File: config.mk
export PLATFORM = sky130hd
export DESIGN_NAME = keypad_move_scanner_flat
export DESIGN_NICKNAME = d
export VERILOG_FILES = /design/src/rtl/keypad_move_scanner_if.sv /design/src/rtl/keypad_move_scanner.sv /design/src/flat_wrapper.sv
export SDC_FILE = /design/constraint.sdc
export NUM_CORES = 1
export LEC_CHECK = 0
export CORE_MARGIN = 2
export CORE_UTILIZATION = 55
export DETAILED_ROUTE_END_ITERATION = 12
export DONT_BUFFER_PORTS = 1
export PLACE_DENSITY = 0.7
export SYNTH_ARGS = -nofsm -noshare
export SYNTH_HDL_FRONTEND = slang
export SYNTH_SLANG_ARGS = --single-unit
File: constraint.sdc
create_clock -name clk -period 12.2 [get_ports clk]
set_input_delay 2.44 -clock clk [delete_from_list [all_inputs] [get_ports clk]]
set_output_delay 2.44 -clock clk [all_outputs]
set_load 0.01 [all_outputs]
File: src/rtl/keypad_move_scanner_if.sv
// keypad_move_scanner_if
// Bundles the keypad matrix pins, the board/game status inputs and the
// key/move event outputs of the keypad move scanner.
//   key_col     : column drive, active-low one-hot (scanner -> keypad)
//   key_row     : row sense, active-high, row 0 = top (keypad -> scanner)
//   board       : cell occupancy, cell k uses bit 19-2k (O) and 18-2k (X)
//   game_en     : high while a game is in progress
//   key_data    : accepted key code, held while the key is down
//   key_strobe  : one-cycle pulse per accepted press
//   move_strobe : one-cycle pulse, legal move on cell key_data
//   move_reject : one-cycle pulse, occupied cell or no game running
//   clear_req   : one-cycle pulse on '*'
interface keypad_move_scanner_if;
    logic [2:0]  key_col;
    logic [3:0]  key_row;
    logic [17:0] board;
    logic        game_en;
    logic [3:0]  key_data;
    logic        key_strobe;
    logic        move_strobe;
    logic        move_reject;
    logic        clear_req;

    modport master (
        output key_col, key_data, key_strobe, move_strobe, move_reject, clear_req,
        input  key_row, board, game_en
    );

    modport slave (
        input  key_col, key_data, key_strobe, move_strobe, move_reject, clear_req,
        output key_row, board, game_en
    );
endinterface

File: src/rtl/keypad_move_scanner.sv
// keypad_move_scanner
// Scans a 4x3 keypad, debounces whole scan frames and turns each accepted
// press into a key code plus a move / reject / clear event for the
// game-state block.
//   clk, rst : clock, synchronous active-high reset
//   kp       : keypad_move_scanner_if.master (matrix pins, board status,
//              key/move event outputs)
//
// state   | meaning
// --------+-----------------------------------------------------------
// IDLE    | no key accepted; waiting for a stable code 1..12
// PRESSED | key accepted and held; waiting for a stable empty frame
module keypad_move_scanner #(
    parameter int SCAN_DIV       = 25000,
    parameter int DEBOUNCE_SCANS = 4
) (
    input  logic                  clk,
    input  logic                  rst,
    keypad_move_scanner_if.master kp
);

    localparam int DIV_W = (SCAN_DIV > 1) ? $clog2(SCAN_DIV) : 1;
    localparam int CNT_W = $clog2(DEBOUNCE_SCANS + 1);
    localparam logic [DIV_W-1:0] DWELL_LAST = DIV_W'(SCAN_DIV - 1);
    localparam logic [CNT_W-1:0] CNT_MAX    = CNT_W'(DEBOUNCE_SCANS);

    typedef enum logic {IDLE, PRESSED} state_t;

    logic [DIV_W-1:0] dwell_q;
    logic [1:0]       col_q;
    logic [11:0]      frame_q;
    logic [11:0]      frame_now;
    logic [3:0]       prev_raw_q, prev_raw_d;
    logic [CNT_W-1:0] stable_cnt_q, stable_cnt_d;
    logic [3:0]       raw;
    logic [3:0]       ones;
    logic             last_dwell;
    logic             frame_done;
    logic             occupied;

    state_t           state_q, state_d;
    logic [3:0]       key_data_q, key_data_d;
    logic             key_strobe_q, key_strobe_d;
    logic             move_strobe_q, move_strobe_d;
    logic             move_reject_q, move_reject_d;
    logic             clear_req_q, clear_req_d;

    assign last_dwell = (dwell_q == DWELL_LAST);
    assign frame_done = last_dwell && (col_q == 2'd2);

    // Frame bit 3r+c is key (row r, column c); the code of that key is bit+1.
    always_comb begin
        frame_now = frame_q;
        for (int r = 0; r < 4; r++) begin
            case (col_q)
                2'd0:    frame_now[3*r]     = kp.key_row[r];
                2'd1:    frame_now[3*r + 1] = kp.key_row[r];
                2'd2:    frame_now[3*r + 2] = kp.key_row[r];
                default: ;
            endcase
        end
    end

    always_comb begin
        ones = '0;
        raw  = '0;
        for (int i = 0; i < 12; i++) begin
            if (frame_now[i]) begin
                ones = ones + 4'd1;
                raw  = 4'(i + 1);
            end
        end
        if (ones > 4'd1) begin
            raw = 4'd15;
        end
    end

    always_comb begin
        prev_raw_d   = prev_raw_q;
        stable_cnt_d = stable_cnt_q;
        if (frame_done) begin
            if (raw == prev_raw_q) begin
                if (stable_cnt_q != CNT_MAX) begin
                    stable_cnt_d = stable_cnt_q + 1'b1;
                end
            end else begin
                prev_raw_d   = raw;
                stable_cnt_d = CNT_W'(1);
            end
        end
    end

    always_comb begin
        occupied = 1'b0;
        for (int k = 1; k <= 9; k++) begin
            if (prev_raw_d == 4'(k)) begin
                occupied = kp.board[19 - 2*k] | kp.board[18 - 2*k];
            end
        end
    end

    // Decisions are taken only on the frame-complete cycle, using the
    // debounce values being written on that edge, so the strobes appear
    // one cycle after the deciding frame completes.
    always_comb begin
        state_d       = state_q;
        key_data_d    = key_data_q;
        key_strobe_d  = 1'b0;
        move_strobe_d = 1'b0;
        move_reject_d = 1'b0;
        clear_req_d   = 1'b0;
        if (frame_done && (stable_cnt_d == CNT_MAX)) begin
            case (state_q)
                IDLE: begin
                    if ((prev_raw_d >= 4'd1) && (prev_raw_d <= 4'd12)) begin
                        state_d      = PRESSED;
                        key_data_d   = prev_raw_d;
                        key_strobe_d = 1'b1;
                        if (prev_raw_d <= 4'd9) begin
                            if (kp.game_en && !occupied) begin
                                move_strobe_d = 1'b1;
                            end else begin
                                move_reject_d = 1'b1;
                            end
                        end else if (prev_raw_d == 4'd10) begin
                            clear_req_d = 1'b1;
                        end
                    end
                end
                PRESSED: begin
                    if (prev_raw_d == 4'd0) begin
                        state_d    = IDLE;
                        key_data_d = 4'd0;
                    end
                end
                default: state_d = IDLE;
            endcase
        end
    end

    always_ff @(posedge clk) begin
        if (rst) begin
            dwell_q       <= '0;
            col_q         <= 2'd0;
            frame_q       <= '0;
            prev_raw_q    <= 4'd0;
            stable_cnt_q  <= '0;
            state_q       <= IDLE;
            key_data_q    <= 4'd0;
            key_strobe_q  <= 1'b0;
            move_strobe_q <= 1'b0;
            move_reject_q <= 1'b0;
            clear_req_q   <= 1'b0;
        end else begin
            if (last_dwell) begin
                dwell_q <= '0;
                col_q   <= (col_q == 2'd2) ? 2'd0 : col_q + 2'd1;
                frame_q <= frame_done ? 12'd0 : frame_now;
            end else begin
                dwell_q <= dwell_q + 1'b1;
            end
            prev_raw_q    <= prev_raw_d;
            stable_cnt_q  <= stable_cnt_d;
            state_q       <= state_d;
            key_data_q    <= key_data_d;
            key_strobe_q  <= key_strobe_d;
            move_strobe_q <= move_strobe_d;
            move_reject_q <= move_reject_d;
            clear_req_q   <= clear_req_d;
        end
    end

    assign kp.key_col     = ~(3'b001 << col_q);
    assign kp.key_data    = key_data_q;
    assign kp.key_strobe  = key_strobe_q;
    assign kp.move_strobe = move_strobe_q;
    assign kp.move_reject = move_reject_q;
    assign kp.clear_req   = clear_req_q;

endmodule
File: src/flat_wrapper.sv
// flat-port wrapper written by rule: the top's interface ports become plain ports
module keypad_move_scanner_flat 
#(
    parameter int SCAN_DIV       = 25000,
    parameter int DEBOUNCE_SCANS = 4
)
  (clk, rst, kp_key_col, kp_key_data, kp_key_strobe, kp_move_strobe, kp_move_reject, kp_clear_req, kp_key_row, kp_board, kp_game_en);
  keypad_move_scanner_if kp_i ();
  input  logic clk;
  input  logic rst;
  output wire logic [$bits(kp_i.key_col)-1:0] kp_key_col;
  output wire logic [$bits(kp_i.key_data)-1:0] kp_key_data;
  output wire logic [$bits(kp_i.key_strobe)-1:0] kp_key_strobe;
  output wire logic [$bits(kp_i.move_strobe)-1:0] kp_move_strobe;
  output wire logic [$bits(kp_i.move_reject)-1:0] kp_move_reject;
  output wire logic [$bits(kp_i.clear_req)-1:0] kp_clear_req;
  input wire logic [$bits(kp_i.key_row)-1:0] kp_key_row;
  input wire logic [$bits(kp_i.board)-1:0] kp_board;
  input wire logic [$bits(kp_i.game_en)-1:0] kp_game_en;
  assign kp_key_col = kp_i.key_col;
  assign kp_key_data = kp_i.key_data;
  assign kp_key_strobe = kp_i.key_strobe;
  assign kp_move_strobe = kp_i.move_strobe;
  assign kp_move_reject = kp_i.move_reject;
  assign kp_clear_req = kp_i.clear_req;
  assign kp_i.key_row = kp_key_row;
  assign kp_i.board = kp_board;
  assign kp_i.game_en = kp_game_en;
  keypad_move_scanner #(.SCAN_DIV(SCAN_DIV), .DEBOUNCE_SCANS(DEBOUNCE_SCANS)) u_core (.clk(clk), .rst(rst), .kp(kp_i));
endmodule
==> results of run 1 <==
==> worst paths after layout <==
kind | from | to | depth (start not counted)
worst min register to register | u_core.frame_q[9] | u_core.frame_q[9] | 2
worst max register to register | u_core.col_q[0] | u_core.kp.move_reject | 34
worst min-delay path | u_core.frame_q[9] | u_core.frame_q[9] | 2
worst max-delay path | kp_key_row[0] | u_core.kp.move_reject | 32
==> state kept, by name (all words and copies together) (netlist names) <==
register / cells
u_core.kp.move_strobe: 1
u_core.kp.clear_req: 1
u_core.frame_q: 12
u_core.col_q: 2
u_core.kp.move_reject: 1
u_core.stable_cnt_q: 3
u_core.state_q: 1
u_core.kp.key_data: 4
u_core.kp.key_strobe: 1
u_core.prev_raw_q: 4
u_core.dwell_q: 15
==> power breakdown <==
group | total, mW | switching (mW) | internal (mW)
logic | 0.0567 | 0.0313 | 0.0253
clock network | 0.113 | 0.0519 | 0.0606
registers | 0.149 | 0.00104 | 0.148
total | 0.318 | 0.0843 | 0.234
==> kinds of logic after synthesis <==
kind of cell / share of synthesized area [%]
buffers and inverters: 4.83
multiplexers: 4.04
flip-flops: 22.7
XOR/XNOR: 13.9
adder cells (fa/ha/maj): 4.42
AND/OR/NAND/NOR: 26.8
AO/OA/AOI/OAI: 23.3
==> layer usage <==
| metal | global-route usage [%] | part of all wire (%) | vias to the layer above | wire, um |
|---|---|---|---|---|
| met1 | 33.0 | 46 | 1707 | 4400 |
| met4 | 7.85 | 1.6 | 0 | 149 |
| li1 | - | - | 1811 | - |
| met2 | 43.5 | 47 | 94 | 4510 |
| met3 | 3.23 | 4.9 | 11 | 470 |
| met5 | 0 | 0 | - | 0 |
==> worst max-delay path: cells and delay by family <==
kind            cells  cell delay [ns]
buf+inv             1             0.08
fa+ha+maj           4             1.12
xor+xnor            8             2.02
compound gates     11             3.05
simple gates        6             1.27
mux                 2             0.58
==> per-stage QoR <==
stage                     std cells  total power [mW]
after floorplan                 505             0.200
after global placement          581             0.207
after detailed placement        581             0.208
after CTS                       588             0.320
after global routing            588             0.331
final                           588             0.318
==> final cells by class <==
class	instances	area, um^2	share of cell area, %
Inverter	22	82.6	2.02
Sequential cell	45	901	22.0
Tap cell	96	120	2.93
Clock buffer	5	68.8	1.68
Clock inverter	2	38.8	0.948
Timing Repair Buffer	1	7.51	0.183
Multi-Input combinational cell	417	2870	70.2
==> layout by cell type (no fill, tap or decap), drive strengths merged, types with 8 or more instances in the layout <==
| master | count |
|---|---|
| a21oi | 30 |
| a31oi | 11 |
| ha | 14 |
| xor2 | 20 |
| xnor2 | 20 |
| o21ai | 31 |
| mux2i | 10 |
| nand4 | 8 |
| dfxtp | 45 |
| nor3 | 14 |
| inv | 23 |
| nor2 | 58 |
| nand3 | 13 |
| nand2 | 56 |
==> run metrics, run 1 <==
status=complete, no violations; Post-CTS Hold Fix Bufs=0; WHS=approximately 0.48 ns; vias per inst=6.16; largest net degree at the start of global routing=30; final period utilization=between 80% and 90%; boundary pin count=36; Post-Route Setup TNS=0 ns; YS warnings=0; post-synth top area cell=dfxtp_1; kind of critical path=in -> reg; clock slew at reported path FFs=about 0.080 ns; worst min-delay path category=reg -> reg; clock period minus worst slack=10.36 ns; CTS Root Cell=clkbuf_8; DRT Pass-1 Iters=4; die area=0.00791 mm^2; post-synthesis cell count=505; first-pass GRT wire length=about 16000 um; clock buffer depth=2; Final HPWL DP=7130 um; Sink Count=45; Total Wirelength=around 9500 um; CTS tree=built; Slew Viols, Final=0; final hold vios=0; most numerous cell in the Yosys netlist=nor2_1; Num CTS Buffers=5; Die Y=approximately 90 um; Post-synth top flop=dfxtp_1; number of DRC markers in iteration 0=241; Arr. time, crit path=10.59 ns; final net count=531; Initial Util=slightly below 60%; slowest CP cell=or4_1; Max IR drop VDD=about 0.088 mV; MaxCap Viol Count=0; EDFF count, synth=0; Fmax achieved=96.5 MHz; Chip Width=88.9 um; wire per inst=16.2 um; worst slew pin tran=0.970 ns; area of the mapped netlist=0.00397 mm^2; async set-reset flop share out of synthesis=0%; area grow syn2layout=3.19%; vias in the first global route=3439; GR Overflow Total=0; initial antenna violation count=0; Post CTS Setup Buffer Count=0; Worst path max stage delay=0.57 ns; RSZ-0062 raised after global routing=false; Final Wtd Congestion=0.857; synth top area cells=dfxtp_1 23%, nor2_1 5.5%, nand2_1 5.3%, ha_1 4.4%, xor2_1 4.2%; sequential area share after synthesis=a little under a quarter; crit path max fanout=12; setup violators final=0; via count=3623; relative slew slack=35.2%; Cell variety after synth=80; Syn Area/Cell=7.85 um^2; Core Area=0.00687 mm^2; worst-skew pair later-pin latency=approximately 0.30 ns; Leak=around 1.6 nW; port buffer count=0; Routed Antenna Nets=0; CP endpoint kind=flop; Synth Register Bits=45; Post-synth top cells=58 x nor2_1, 56 x nand2_1, 45 x dfxtp_1, 30 x a21oi_1, 30 x o21ai_0; # diodes=0; Remaining DRCs=0; Final Skew=0.00521 ns; fillers=649; syn nets=544; overall routing resource usage=25.3%; startpoint types=input port; Place WS=1.61 ns; P per Cell Area=77.6 mW/mm^2; Worst EP required=approximately 12 ns; num rows=30; H-Tree Depth=2; Cell Area, Placed=0.00399 mm^2; post-cts gate resize count=0; Final Instance Area=0.00409 mm^2; layout cells sized above 1=7.72%; area fraction of the dominant cell type after synthesis=22.7%; final worst slack=1.84 ns; FF-to-FF setup slack=approximately 2.2 ns; Util after Layout=between 50% and 60%
Note: power is estimated with default switching activity, not from simulation.
==> run 2, diff against run 1 <==
- PLACE_DENSITY: 0.7 -> 0.73
- clock period: 12.2 -> 9.35 ns (I/O delays scaled with it)
==> run metrics, run 2 (same netlist as run 1, synthesis figures left out) <==
Biggest register=u_core.dwell_q (unchanged); clock slew at reported path FFs=0.08 ns (about the same); area grow syn2layout=7.32% (was 3.19%); Arr. time, crit path=9.09 ns (was 10.59 ns); via count=3661 (was 3623); FF-to-FF setup slack=1.03 ns (was 2.15 ns); layout cells sized above 1=11.8% (was 7.72%); DRT Pass-1 Iters=5 (was 4); Routed Antenna Nets=0 (unchanged); first-pass GRT wire length=16200 um (was 16000 um); Remaining DRCs=0 (unchanged); num rows=30 (unchanged); Largest register FFs=15 (unchanged); relative slew slack=33.3% (was 35.2%); dpl cells=592 (was 581); final net count=545 (was 531); P per Cell Area=97.9 mW/mm^2 (was 77.6 mW/mm^2); Initial Util=57.7% (unchanged); worst slew pin tran=0.992 ns (was 0.970 ns); commonest non-fill, non-tap cell in the layout=nor2_1 (unchanged); Cell Area, Placed=0.00407 mm^2 (was 0.00399 mm^2); Final Wtd Congestion=0.880 (was 0.857); Worst path max stage delay=0.54 ns (was 0.57 ns); hold depth=2 (unchanged); startpoint types=input port (unchanged); Sink Count=45 (unchanged); wire per inst=15.9 um (was 16.2 um); boundary pin count=36 (unchanged); final period utilization=94.8%; Final Instance Area=0.00426 mm^2 (was 0.00409 mm^2); initial antenna violation count=0 (unchanged); die area=0.00791 mm^2 (unchanged); commonest cells after routing, fill and taps aside=58 x nor2_1, 56 x nand2_1, 45 x dfxtp_1 (unchanged); Post-CTS Hold Fix Bufs=0 (unchanged); Final Skew=0.00870 ns (was 0.00521 ns); kind of critical path=in -> reg (unchanged); H-Tree Depth=2 (unchanged); worst-skew pair later-pin latency=0.30 ns (about the same); CTS tree=built (unchanged); start point of the worst hold path=u_core.frame_q[9] (unchanged); clock buffer depth=2 (unchanged); overall routing resource usage=25.7% (was 25.3%); Total Wirelength=9610 um (was 9530 um); Hold Path End=u_core.frame_q[9] (unchanged); status=complete, no violations (unchanged); Max IR drop VDD=0.108 mV (was 0.0880 mV); vias per inst=6.07 (was 6.16); Slew Viols, Final=0 (unchanged); # diodes=0 (unchanged); Num CTS Buffers=5 (unchanged); Leak=1.68 nW (was 1.59 nW); Fmax achieved=113 MHz; Core Area=0.00687 mm^2 (unchanged); CP endpoint kind=flop (unchanged); WHS=0.475 ns (was 0.477 ns); Die Y=88.9 um (unchanged); setup violators final=0 (unchanged); port buffer count=0 (unchanged); final hold vios=0 (unchanged); Final HPWL DP=7270 um (was 7130 um); worst min-delay path category=reg -> reg (unchanged); MaxCap Viol Count=0 (unchanged); slowest CP cell=or4_1 (unchanged); final non-filler cell total=603 (was 588); Util after Layout=62.0% (was 59.6%); Reg2Reg Launch Point=u_core.col_q[0] (unchanged); vias in the first global route=3523 (was 3439); reg-to-reg endpoint=u_core.kp.move_reject (unchanged); worst r2r path cells=36 (was 34); Worst EP required=9.58 ns (was 12.43 ns); clock period minus worst slack=8.86 ns; Chip Width=88.9 um (unchanged); number of DRC markers in iteration 0=177 (was 241); largest net degree at the start of global routing=27 (was 30); top flop regs=u_core.dwell_q: 15 flops, u_core.frame_q: 12 flops (unchanged); GR Overflow Total=0 (unchanged); crit path max fanout=12 (unchanged); CTS Root Cell=clkbuf_8 (unchanged)
-- run 2: changes by cell type in the layout (fill, tap and decap cells not counted), moves of 2 or more --
cell / change
buf_4: +14
o21ai_0: -2
a21oi_1: -2
a21oi_2: +2
-- run 2: report_power, final --
part	switching, mW	internal (mW)	total (mW)
Combinational	0.0421	0.0345	0.0766
Clock	0.0661	0.0802	0.146
Sequential	0.00142	0.193	0.194
Total	0.110	0.307	0.417
-- run 2: worst max-delay path by stage --
stage	slack [ns]	cells after the start	to	from
after floorplan	0.12	34	u_core.kp.move_reject	kp_key_row[0]
after global placement	0.20	36	u_core.kp.key_data[2]	kp_key_row[0]
after detailed placement	0.02	32	u_core.kp.move_reject	kp_key_row[0]
after CTS	0.32	32	u_core.kp.move_reject	kp_key_row[0]
after global routing	-0.001	36	u_core.kp.move_reject	kp_key_row[0]
final	0.49	32	u_core.kp.move_reject	kp_key_row[0]
-- run 2: layout make-up --
type	instances	area [um^2]
clock buffer	6	72.6
clock inverter	2	38.8
fill	637	2610
inverter	22	82.6
multi-input combinational	417	2930
sequential	45	901
tap	96	120
timing repair buffer	15	113
-- run 2: metrics by stage --
stage / worst slack, ns / total power [mW] / TNS (ns)
final: 0.490 / 0.417 / 0
after CTS: 0.315 / 0.419 / 0
after floorplan: 0.115 / 0.261 / 0
after global placement: 0.205 / 0.270 / 0
after detailed placement: 0.0168 / 0.272 / 0
after global routing: -0.00146 / 0.437 / -0.00285
-- run 2: worst max-delay path, delay by kind of cell --
kind,cells,cell delay (ns)
and+or+nand+nor,6,1.32
buffers and inverters,1,0.10
AOI/OAI and AO/OA,11,2.41
adders and majority gates,4,1.01
xor gates and xnor gates,8,1.94
muxes,2,0.45
-- run 2: routing by layer --
layer	part of all wire [%]	vias up	global-route usage [%]	wire length, um
met3	4.8	10	4.06	457
li1	-	1842	-	-
met2	49	102	46.5	4700
met5	0	-	0	0
met4	1.2	0	6.47	117
met1	45	1707	31.7	4330
-- run 2: repair_timing --
action                     4_1_cts  5_1_grt
gates resized for setup          0       11
setup endpoints to repair        0        9
setup buffers                    0        3
==> run 3, diff against run 2 <==
- CELL_PAD_IN_SITES_DETAIL_PLACEMENT: unset -> 1
- CELL_PAD_IN_SITES_GLOBAL_PLACEMENT: unset -> 1
- CORE_ASPECT_RATIO: unset -> 2
- CORE_UTILIZATION: 55 -> 52
- PLACE_DENSITY: 0.73 -> 0.86
- clock period: 9.35 -> 10.22 ns (I/O delays scaled with it)
==> run metrics, run 3 (same netlist as run 1, synthesis figures left out) <==
status=complete, no violations (unchanged); wire per inst=19.5 um (was 15.9 um); Final Skew=0.00777 ns (was 0.00870 ns); commonest non-fill, non-tap cell in the layout=nor2_1 (unchanged); Reg2Reg Launch Point=u_core.col_q[0] (unchanged); initial antenna violation count=0 (unchanged); Total Wirelength=11600 um (was 9610 um); crit path max fanout=12 (unchanged); hold depth=2 (unchanged); Core Area=0.00749 mm^2 (was 0.00687 mm^2); overall routing resource usage=28.5% (was 25.7%); Post-CTS Hold Fix Bufs=0 (unchanged); Slew Viols, Final=0 (unchanged); area grow syn2layout=6.37% (was 7.32%); first-pass GRT wire length=18900 um (was 16200 um); num rows=45 (was 30); startpoint types=input port (unchanged); Remaining DRCs=0 (unchanged); final period utilization=94.9%; Initial Util=53.0% (was 57.7%); number of DRC markers in iteration 0=282 (was 177); largest net degree at the start of global routing=19 (was 27); worst min-delay path category=reg -> reg (unchanged); CTS tree=built (unchanged); final worst slack=0.520 ns (was 0.490 ns); port buffer count=0 (unchanged); boundary pin count=36 (unchanged); via count=3719 (was 3661); worst slew pin tran=0.888 ns (was 0.992 ns); dpl cells=584 (was 592); FF-to-FF setup slack=1.22 ns (was 1.03 ns); Worst EP required=10.38 ns (was 9.58 ns); reg-to-reg endpoint=u_core.kp.key_data[2] (was u_core.kp.move_reject); Routed Antenna Nets=0 (unchanged); Chip Width=65.8 um (was 88.9 um); clock slew at reported path FFs=0.07 ns (was 0.08 ns); MaxCap Viol Count=0 (unchanged); vias in the first global route=3738 (was 3523); Sequential Area=901 um^2 (unchanged); vias per inst=6.26 (was 6.07); Leak=1.66 nW (was 1.68 nW); CTS Root Cell=clkbuf_16 (was clkbuf_8); Max IR drop VDD=0.107 mV (was 0.108 mV); RSZ-0062 raised after global routing=false; GR Overflow Total=0 (unchanged); CP endpoint kind=flop (unchanged); # diodes=0 (unchanged); Worst path max stage delay=0.54 ns (about the same); Final HPWL DP=8560 um (was 7270 um); start point of the worst hold path=u_core.frame_q[9] (unchanged); clock buffer depth=2 (unchanged); H-Tree Depth=2 (unchanged); die area=0.00838 mm^2 (was 0.00791 mm^2); Biggest register=u_core.dwell_q (unchanged); fillers=941 (was 637); final non-filler cell total=594 (was 603); Arr. time, crit path=9.86 ns (was 9.09 ns); commonest cells after routing, fill and taps aside=58 x nor2_1, 56 x nand2_1, 45 x dfxtp_1 (unchanged); Sink Count=45 (unchanged); DRT Pass-1 Iters=4 (was 5); worst r2r path cells=35 (was 36); Post-Route Setup TNS=0 ns (unchanged); Place WS=0.182 ns (was 0.0168 ns); crit path launch=kp_key_row[0] (unchanged); P per Cell Area=103 mW/mm^2 (was 97.9 mW/mm^2); kind of critical path=in -> reg (unchanged); Final Wtd Congestion=0.891 (was 0.880); slowest CP cell=or4_1 (unchanged); worst-skew pair later-pin latency=0.29 ns (was 0.30 ns); top flop regs=u_core.dwell_q: 15 flops, u_core.frame_q: 12 flops (unchanged); layout cells sized above 1=9.60% (was 11.8%); final net count=538 (was 545); Fmax achieved=103 MHz; relative slew slack=40.3% (was 33.3%); Largest register FFs=15 (unchanged); Multi-input gate area=0.00289 mm^2 (was 0.00293 mm^2); Die Y=128 um (was 88.9 um); clock period minus worst slack=slightly below 10 ns; final hold vios=0 (unchanged); Hold Path End=u_core.frame_q[9] (unchanged); Power Total=0.434 mW (was 0.417 mW); Num CTS Buffers=5 (unchanged); setup violators final=0 (unchanged)
==> run 3: changes by cell type in the layout (fill, tap and decap cells not counted), sizes merged <==
cell | previous run | this run
buf | 15 | 8
==> run 3: worst max path at each step <==
stage / slack [ns] / cells after the start / end
after global routing: 0.00004 / 32 / u_core.kp.key_data[2]
after detailed placement: 0.18 / 32 / u_core.kp.move_reject
after CTS: 0.47 / 32 / u_core.kp.move_reject
after global placement: 0.42 / 32 / u_core.kp.move_reject
final: 0.52 / 32 / u_core.kp.key_data[2]
after floorplan: 0.67 / 34 / u_core.kp.move_reject
==> run 3: through the flow <==
step                      util (%)  hold slack [ns]  instance area (um^2)
after floorplan                  -            0.426                  3970
after global placement        53.7            0.437                  4020
after detailed placement      53.7            0.447                  4020
after CTS                     55.9            0.461                  4190
after global routing          56.3            0.508                  4220
final                         56.3            0.464                  4220
==> run 3: final cells by class <==
type	instances	area share, %
repair buffers	8	1.42
inverters	22	1.96
well taps	94	2.79
multi-input cells	417	68.5
flip-flops and latches	45	21.4
clock buffers	6	3.05
clock inverters	2	0.919
==> run 3: what timing repair did <==
| item | 4_1_cts | 5_1_grt |
|---|---|---|
| gates resized for setup | 0 | 3 |
| buffers inserted | 0 | 2 |
| setup endpoints to repair | 0 | 8 |
==> run 3: worst max-delay path: cells and delay by family <==
family          cells  cell delay, ns
compound gates     11            2.47
xor+xnor            8            2.07
simple gates        7            1.77
fa+ha+maj           4            1.13
mux                 1            0.30
buf+inv             1            0.09
==> run 3: report_power, final <==
part	leakage [nW]	switching [mW]	total [mW]	internal, mW
sequential	0.363	0.00133	0.178	0.176
clock	0.0810	0.0699	0.186	0.116
combinational	1.21	0.0399	0.0709	0.0310
==> run 3: metal layers <==
metal	track usage [%]	wire length (um)
met1	34.9	4990
met2	49.6	5950
met3	5.28	425
met4	8.09	212
met5	0	0
